[src/rtl/alu_multicycle.sv]
// alu_multicycle: handshake-driven ALU. Simple ops complete in one cycle;
// MUL/MULHU use an iterative shift-add multiplier (WIDTH cycles).
// Optional divider (DIVU/REMU, restoring, WIDTH cycles) is built only when
// the macro ALU_MULTICYCLE_DIV_EN is defined; otherwise 1100/1101 act as
// reserved opcodes.
module alu_multicycle #(
  parameter int WIDTH = 32
) (
  input  logic             clk,
  input  logic             rst_n,
  input  logic             in_valid,
  output logic             in_ready,
  input  logic [WIDTH-1:0] SrcA,
  input  logic [WIDTH-1:0] SrcB,
  input  logic [3:0]       ALUControl,
  output logic             out_valid,
  input  logic             out_ready,
  output logic [WIDTH-1:0] ALUResult,
  output logic             Zero,
  output logic             busy
);

  localparam int SHW = $clog2(WIDTH);

  localparam logic [3:0] OP_ADD   = 4'b0000;
  localparam logic [3:0] OP_SUB   = 4'b0001;
  localparam logic [3:0] OP_AND   = 4'b0010;
  localparam logic [3:0] OP_OR    = 4'b0011;
  localparam logic [3:0] OP_XOR   = 4'b0100;
  localparam logic [3:0] OP_SLL   = 4'b0101;
  localparam logic [3:0] OP_SRL   = 4'b0110;
  localparam logic [3:0] OP_SLT   = 4'b0111;
  localparam logic [3:0] OP_SRA   = 4'b1000;
  localparam logic [3:0] OP_SLTU  = 4'b1001;
  localparam logic [3:0] OP_MUL   = 4'b1010;
  localparam logic [3:0] OP_MULHU = 4'b1011;
`ifdef ALU_MULTICYCLE_DIV_EN
  localparam logic [3:0] OP_DIVU  = 4'b1100;
  localparam logic [3:0] OP_REMU  = 4'b1101;
`endif

  typedef enum logic [1:0] {
    S_IDLE = 2'd0,
    S_MUL  = 2'd1,
`ifdef ALU_MULTICYCLE_DIV_EN
    S_DIV  = 2'd2,
`endif
    S_DONE = 2'd3
  } state_t;

  state_t                 r_state;
  state_t                 w_next;
  logic [WIDTH-1:0]       r_a;      // multiplicand, or divisor
  logic [2*WIDTH-1:0]     r_acc;    // {hi, lo} iteration accumulator
  logic [SHW-1:0]         r_cnt;
  logic                   r_hi;     // ALUControl[0]: MULHU / REMU pick the upper half
  logic [WIDTH-1:0]       r_res;
  logic                   r_zero;

  logic [SHW-1:0]         w_shamt;
  logic                   w_is_mul;
  logic                   w_last;
  logic [WIDTH-1:0]       w_alu_res;
  logic [WIDTH:0]         w_mul_sum;
  logic [2*WIDTH-1:0]     w_mul_next;
  logic [WIDTH-1:0]       w_mul_res;

  assign w_shamt  = SrcB[SHW-1:0];
  assign w_is_mul = (ALUControl == OP_MUL) || (ALUControl == OP_MULHU);
  assign w_last   = (r_cnt == SHW'(WIDTH-1));

  // Shift-add step: multiplier sits in the low half and shifts out LSB-first.
  assign w_mul_sum  = {1'b0, r_acc[2*WIDTH-1:WIDTH]} + (r_acc[0] ? {1'b0, r_a} : '0);
  assign w_mul_next = {w_mul_sum, r_acc[WIDTH-1:1]};
  assign w_mul_res  = r_hi ? w_mul_next[2*WIDTH-1:WIDTH] : w_mul_next[WIDTH-1:0];

`ifdef ALU_MULTICYCLE_DIV_EN
  logic                   w_is_div;
  logic [2*WIDTH:0]       w_div_shift;
  logic [WIDTH:0]         w_div_trial;
  logic [2*WIDTH-1:0]     w_div_next;
  logic [WIDTH-1:0]       w_div_res;

  // A zero divisor never enters the iterative path; it is resolved in one cycle.
  assign w_is_div    = ((ALUControl == OP_DIVU) || (ALUControl == OP_REMU)) && (SrcB != '0);
  // Restoring step: {remainder, quotient} shifts left, quotient bit enters at LSB.
  assign w_div_shift = {r_acc, 1'b0};
  assign w_div_trial = w_div_shift[2*WIDTH:WIDTH] - {1'b0, r_a};
  assign w_div_next  = w_div_trial[WIDTH]
                     ? {w_div_shift[2*WIDTH-1:WIDTH], w_div_shift[WIDTH-1:1], 1'b0}
                     : {w_div_trial[WIDTH-1:0],       w_div_shift[WIDTH-1:1], 1'b1};
  assign w_div_res   = r_hi ? w_div_next[2*WIDTH-1:WIDTH] : w_div_next[WIDTH-1:0];
`endif

  // Single-cycle result straight from the request operands.
  always_comb begin
    w_alu_res = '0;
    case (ALUControl)
      OP_ADD:  w_alu_res = SrcA + SrcB;
      OP_SUB:  w_alu_res = SrcA - SrcB;
      OP_AND:  w_alu_res = SrcA & SrcB;
      OP_OR:   w_alu_res = SrcA | SrcB;
      OP_XOR:  w_alu_res = SrcA ^ SrcB;
      OP_SLL:  w_alu_res = SrcA << w_shamt;
      OP_SRL:  w_alu_res = SrcA >> w_shamt;
      OP_SLT:  w_alu_res = {{(WIDTH-1){1'b0}}, ($signed(SrcA) < $signed(SrcB))};
      OP_SRA:  w_alu_res = WIDTH'($signed(SrcA) >>> w_shamt);
      OP_SLTU: w_alu_res = {{(WIDTH-1){1'b0}}, (SrcA < SrcB)};
`ifdef ALU_MULTICYCLE_DIV_EN
      OP_DIVU: w_alu_res = (SrcB == '0) ? '1 : '0;
      OP_REMU: w_alu_res = (SrcB == '0) ? SrcA : '0;
`endif
      default: w_alu_res = '0;
    endcase
  end

  // State register.
  always_ff @(posedge clk or negedge rst_n) begin
    if (!rst_n) r_state <= S_IDLE;
    else        r_state <= w_next;
  end

  // Next-state and handshake outputs.
  always_comb begin
    w_next    = r_state;
    in_ready  = 1'b0;
    out_valid = 1'b0;
    busy      = 1'b0;
    case (r_state)
      S_IDLE: begin
        in_ready = 1'b1;
        if (in_valid) begin
          if (w_is_mul)      w_next = S_MUL;
`ifdef ALU_MULTICYCLE_DIV_EN
          else if (w_is_div) w_next = S_DIV;
`endif
          else               w_next = S_DONE;
        end
      end
      S_MUL: begin
        busy = 1'b1;
        if (w_last) w_next = S_DONE;
      end
`ifdef ALU_MULTICYCLE_DIV_EN
      S_DIV: begin
        busy = 1'b1;
        if (w_last) w_next = S_DONE;
      end
`endif
      S_DONE: begin
        out_valid = 1'b1;
        if (out_ready) w_next = S_IDLE;
      end
      default: w_next = S_IDLE;
    endcase
  end

  // Operand capture, iteration and result register; result only changes on entry to DONE.
  always_ff @(posedge clk or negedge rst_n) begin
    if (!rst_n) begin
      r_a    <= '0;
      r_acc  <= '0;
      r_cnt  <= '0;
      r_hi   <= 1'b0;
      r_res  <= '0;
      r_zero <= 1'b1;
    end else begin
      case (r_state)
        S_IDLE: begin
          if (in_valid) begin
            r_cnt <= '0;
            r_hi  <= ALUControl[0];
            if (w_is_mul) begin
              r_a   <= SrcA;
              r_acc <= {{WIDTH{1'b0}}, SrcB};
            end
`ifdef ALU_MULTICYCLE_DIV_EN
            else if (w_is_div) begin
              r_a   <= SrcB;
              r_acc <= {{WIDTH{1'b0}}, SrcA};
            end
`endif
            else begin
              r_res  <= w_alu_res;
              r_zero <= (w_alu_res == '0);
            end
          end
        end
        S_MUL: begin
          r_acc <= w_mul_next;
          r_cnt <= r_cnt + SHW'(1);
          if (w_last) begin
            r_res  <= w_mul_res;
            r_zero <= (w_mul_res == '0);
          end
        end
`ifdef ALU_MULTICYCLE_DIV_EN
        S_DIV: begin
          r_acc <= w_div_next;
          r_cnt <= r_cnt + SHW'(1);
          if (w_last) begin
            r_res  <= w_div_res;
            r_zero <= (w_div_res == '0);
          end
        end
`endif
        default: ;
      endcase
    end
  end

  assign ALUResult = r_res;
  assign Zero      = r_zero;

endmodule

[config.mk]
export PLATFORM = sky130hd
export DESIGN_NAME = alu_multicycle
export DESIGN_NICKNAME = d
export VERILOG_FILES = /design/src/rtl/alu_multicycle.sv
export SDC_FILE = /design/constraint.sdc
export NUM_CORES = 1
export LEC_CHECK = 0
export CORE_UTILIZATION = 40
export CTS_CLUSTER_DIAMETER = 150
export DETAILED_ROUTE_END_ITERATION = 6
export HOLD_SLACK_MARGIN = 0.08
export PLACE_DENSITY_LB_ADDON = 0.08
export SETUP_SLACK_MARGIN = 0.02
export SYNTH_ARGS = -nofsm -noshare
export SYNTH_HDL_FRONTEND = slang
export SYNTH_SLANG_ARGS = --single-unit
[constraint.sdc]
create_clock -name clk -period 3.8 [get_ports clk]
set_input_delay 1.14 -clock clk [delete_from_list [all_inputs] [get_ports clk]]
set_output_delay 1.14 -clock clk [all_outputs]
set_load 0.01 [all_outputs]
==> results.yml <==
status:
  status: "finished with violations"
  violations: "design-rule violations, negative setup slack"
final_layout:
  final_layout_size_suffix_gt1_frac: 0.4206
  final_design_area_no_fill_um2: 28620
  diodes: 0
  layout_commonest_cell: "buf_4"
  area_growth_pct: 60.90
  final_util: 0.6585
  nNetsFinal: 3408
  fillers: 3757
  seq_area_um2: 3431
  layout_common_cells: "buf_4, nand2_1, nor2_1, dfrtp_1, a21oi_1"
  multi_input_area_um2: 15020
  finalNonFillerCells: 3797
yosys:
  synth_edf_count: 0
  synth.yosys.warnings: 0
  yosys_register_bits: 137
  synth_nets: 2543
  synth_cells: 2334
  netlist_area_um2: 17790
  synthArstFlopShare: 1.000
  ys_types: 98
  syn_area_per_cell_um2: 7.620
  ys_seq_area_frac: 0.1928
  ys.flop_type: "dfrtp_1"
global_routing:
  antenna_found_initial: 4
  grt_pass1_wl_um: 144100
  grt_pass1_vias: 22731
  grt_max_degree: 81
  grt_use_total: 0.4324
  overflow: 0
route:
  vias_per_cell: 6.169
  vias: 23422
  drt_wl_total_um: 99520
  drc_errors: 3
  wl_per_cell_um: 26.21
  ant_nets: 0
  drtIter0Drc: 2694
  first_pass_iters: 7
placement:
  post-place-ws_ps: -1375
  hpwl_um: 79700
  dp.cells: 3653
  gp_congestion: 1.078
  placed_cell_area_um2: 25280
  port_buffers: 107
floorplanning:
  rows: 76
  die_w_um: 212.9
  core_area_um2: 43460
  die_y_um: 212.9
  die_area_um2: 45310
  boundaryPins: 108
  floorplan.initialDensity: 0.4093
critical_path:
  cp_max_fo: 3
  critPathKind: "in2reg"
  cp-end-kind: "flop"
  worstSetupStartpointType: "primary input"
  cp.required_ps: 4170
  worstPathArrival_ps: 4500
clocking:
  clock_latency_ps: 440
  clockRootBuffer: "clkbuf_16"
  ctsHoldBuffers: 0
  cts_sinks: 137
  path_clk_slew_ps: 60
  cts_tree: "yes"
  cts_buffers: 17
  htreeDepth: 4
  clock_path_buffers: 2
timing:
  fin_skew_ps: 12.36
  finalCritPeriodShare: 1.087
  min_period_ps: 4129
  finalHoldViolations: 0
  slew_headroom: 0.4051
  timing.hold.ws_ps: 475.6
  worstMarginPinSlew_ps: 892.4
  report.final.slew_viol_count: 0
  finalWorstSetupSlack_ps: -329.0
  rsz0062_at_grt: "true"
  final.setup.tns_ps: -1181
  clock.fmax_mhz: 242.2
  setup_viol: 10
worst_hold_path:
  hold_class: "reg2reg"
job:
  cap_violations: 0
pwr:
  vdd_drop_max_uv: 507.4
  power_density_nw_per_um2: 436.4
  p_leak_nw: 13.27
  power_mw: 12.49
==> final cells by class <==
cell class	count	area share
flip-flops and latches	137	0.1199
well taps	585	0.02558
multi-input cells	1913	0.5248
repair buffers	1018	0.2926
inverters	112	0.01644
clock buffers	20	0.01526
clock inverters	12	0.005421
==> logic make-up (layout without fill, tap and decap cells) <==
group | Yosys count | after routing | share of synthesized area
compound gates | 777 | 777 | 0.2988
xor+xnor | 43 | 43 | 0.02118
fa+ha+maj | 137 | 137 | 0.09764
buf+inv | 284 | 1162 | 0.06458
flops | 137 | 137 | 0.1928
mux | 153 | 153 | 0.1117
simple gates | 803 | 803 | 0.2133
==> power breakdown <==
| part | total, mW | switching (mW) | internal (mW) |
|---|---|---|---|
| logic | 8.16 | 4.51 | 3.66 |
| clock network | 1.69 | 0.660 | 1.03 |
| registers | 2.63 | 0.512 | 2.12 |
==> cell usage after synthesis, types with 18 or more instances <==
library cell | instances | area (um2)
inv_1 | 109 | 409.1
o211ai_1 | 42 | 315.3
a21oi_1 | 150 | 750.7
mux4_2 | 33 | 743.2
dfrtp_1 | 136 | 3403
mux2i_1 | 86 | 860.8
clkbuf_1 | 130 | 488.0
a31oi_1 | 54 | 337.8
nor2_1 | 214 | 803.3
mux2_2 | 33 | 371.6
buf_2 | 20 | 100.1
ha_1 | 134 | 1677
a22o_1 | 33 | 289.0
nor3_1 | 44 | 220.2
nor2b_1 | 23 | 143.9
and2_1 | 49 | 306.5
a22oi_1 | 22 | 165.2
a21o_1 | 32 | 240.2
nand4_1 | 20 | 125.1
a211oi_1 | 36 | 270.3
xnor2_1 | 28 | 245.2
o21ai_0 | 158 | 790.8
o22ai_1 | 18 | 112.6
o31ai_1 | 19 | 142.6
nand3_1 | 51 | 255.2
nand2_1 | 289 | 1085
==> flip-flops by register name (all words and copies together) (netlist names) <==
signal / flops
r_a: 32
r_hi: 1
ALUResult: 32
r_state: 2
r_acc: 64
Zero: 1
r_cnt: 5
==> path summary, 6_finish.rpt <==
path | startpoint | cells after the start | to | slack, ps
setup reg to reg | r_acc[0]$_DFFE_PN0P_ | 16 | Zero$_DFFE_PN1P_ | -260
max in group asynchronous | rst_n | 2 | Zero$_DFFE_PN1P_ | 2150
min in group asynchronous | rst_n | 1 | ALUResult[2]$_DFFE_PN0P_ | 730
setup / recovery | SrcA[31] | 16 | Zero$_DFFE_PN1P_ | -330
hold / removal | r_a[29]$_DFFE_PN0P_ | 2 | r_a[29]$_DFFE_PN0P_ | 480
hold reg to reg | r_a[29]$_DFFE_PN0P_ | 2 | r_a[29]$_DFFE_PN0P_ | 480
==> critical path, stage by stage <==
cell	delay, ps
dlygate4sd2_1	260
mux4_2	530
a22oi_2	240
buf_4	170
o2bb2ai_2	110
buf_6	130
nor3_1	50
or4_4	570
nor2_2	100
nand4b_1	120
nor4_1	300
buf_4	170
nand4_1	130
nor4_2	240
nand4b_1	130
nand3_1	100
==> layer usage <==
layer,routed length (um),global-route usage,up-vias
li1,-,-,10416
met1,39780,0.5532,11348
met2,44630,0.6902,1370
met3,9105,0.07766,286
met4,5994,0.2305,2
met5,12,0,-
==> repair_timing <==
item / 4_1_cts / 5_1_grt
resized for setup: 416 / 167
setup buffers: 77 / 38
endpoints found under the setup margin: 28 / 21
pin swaps: 105 / 85
No activity file was read; power rests on OpenSTA's default activity.
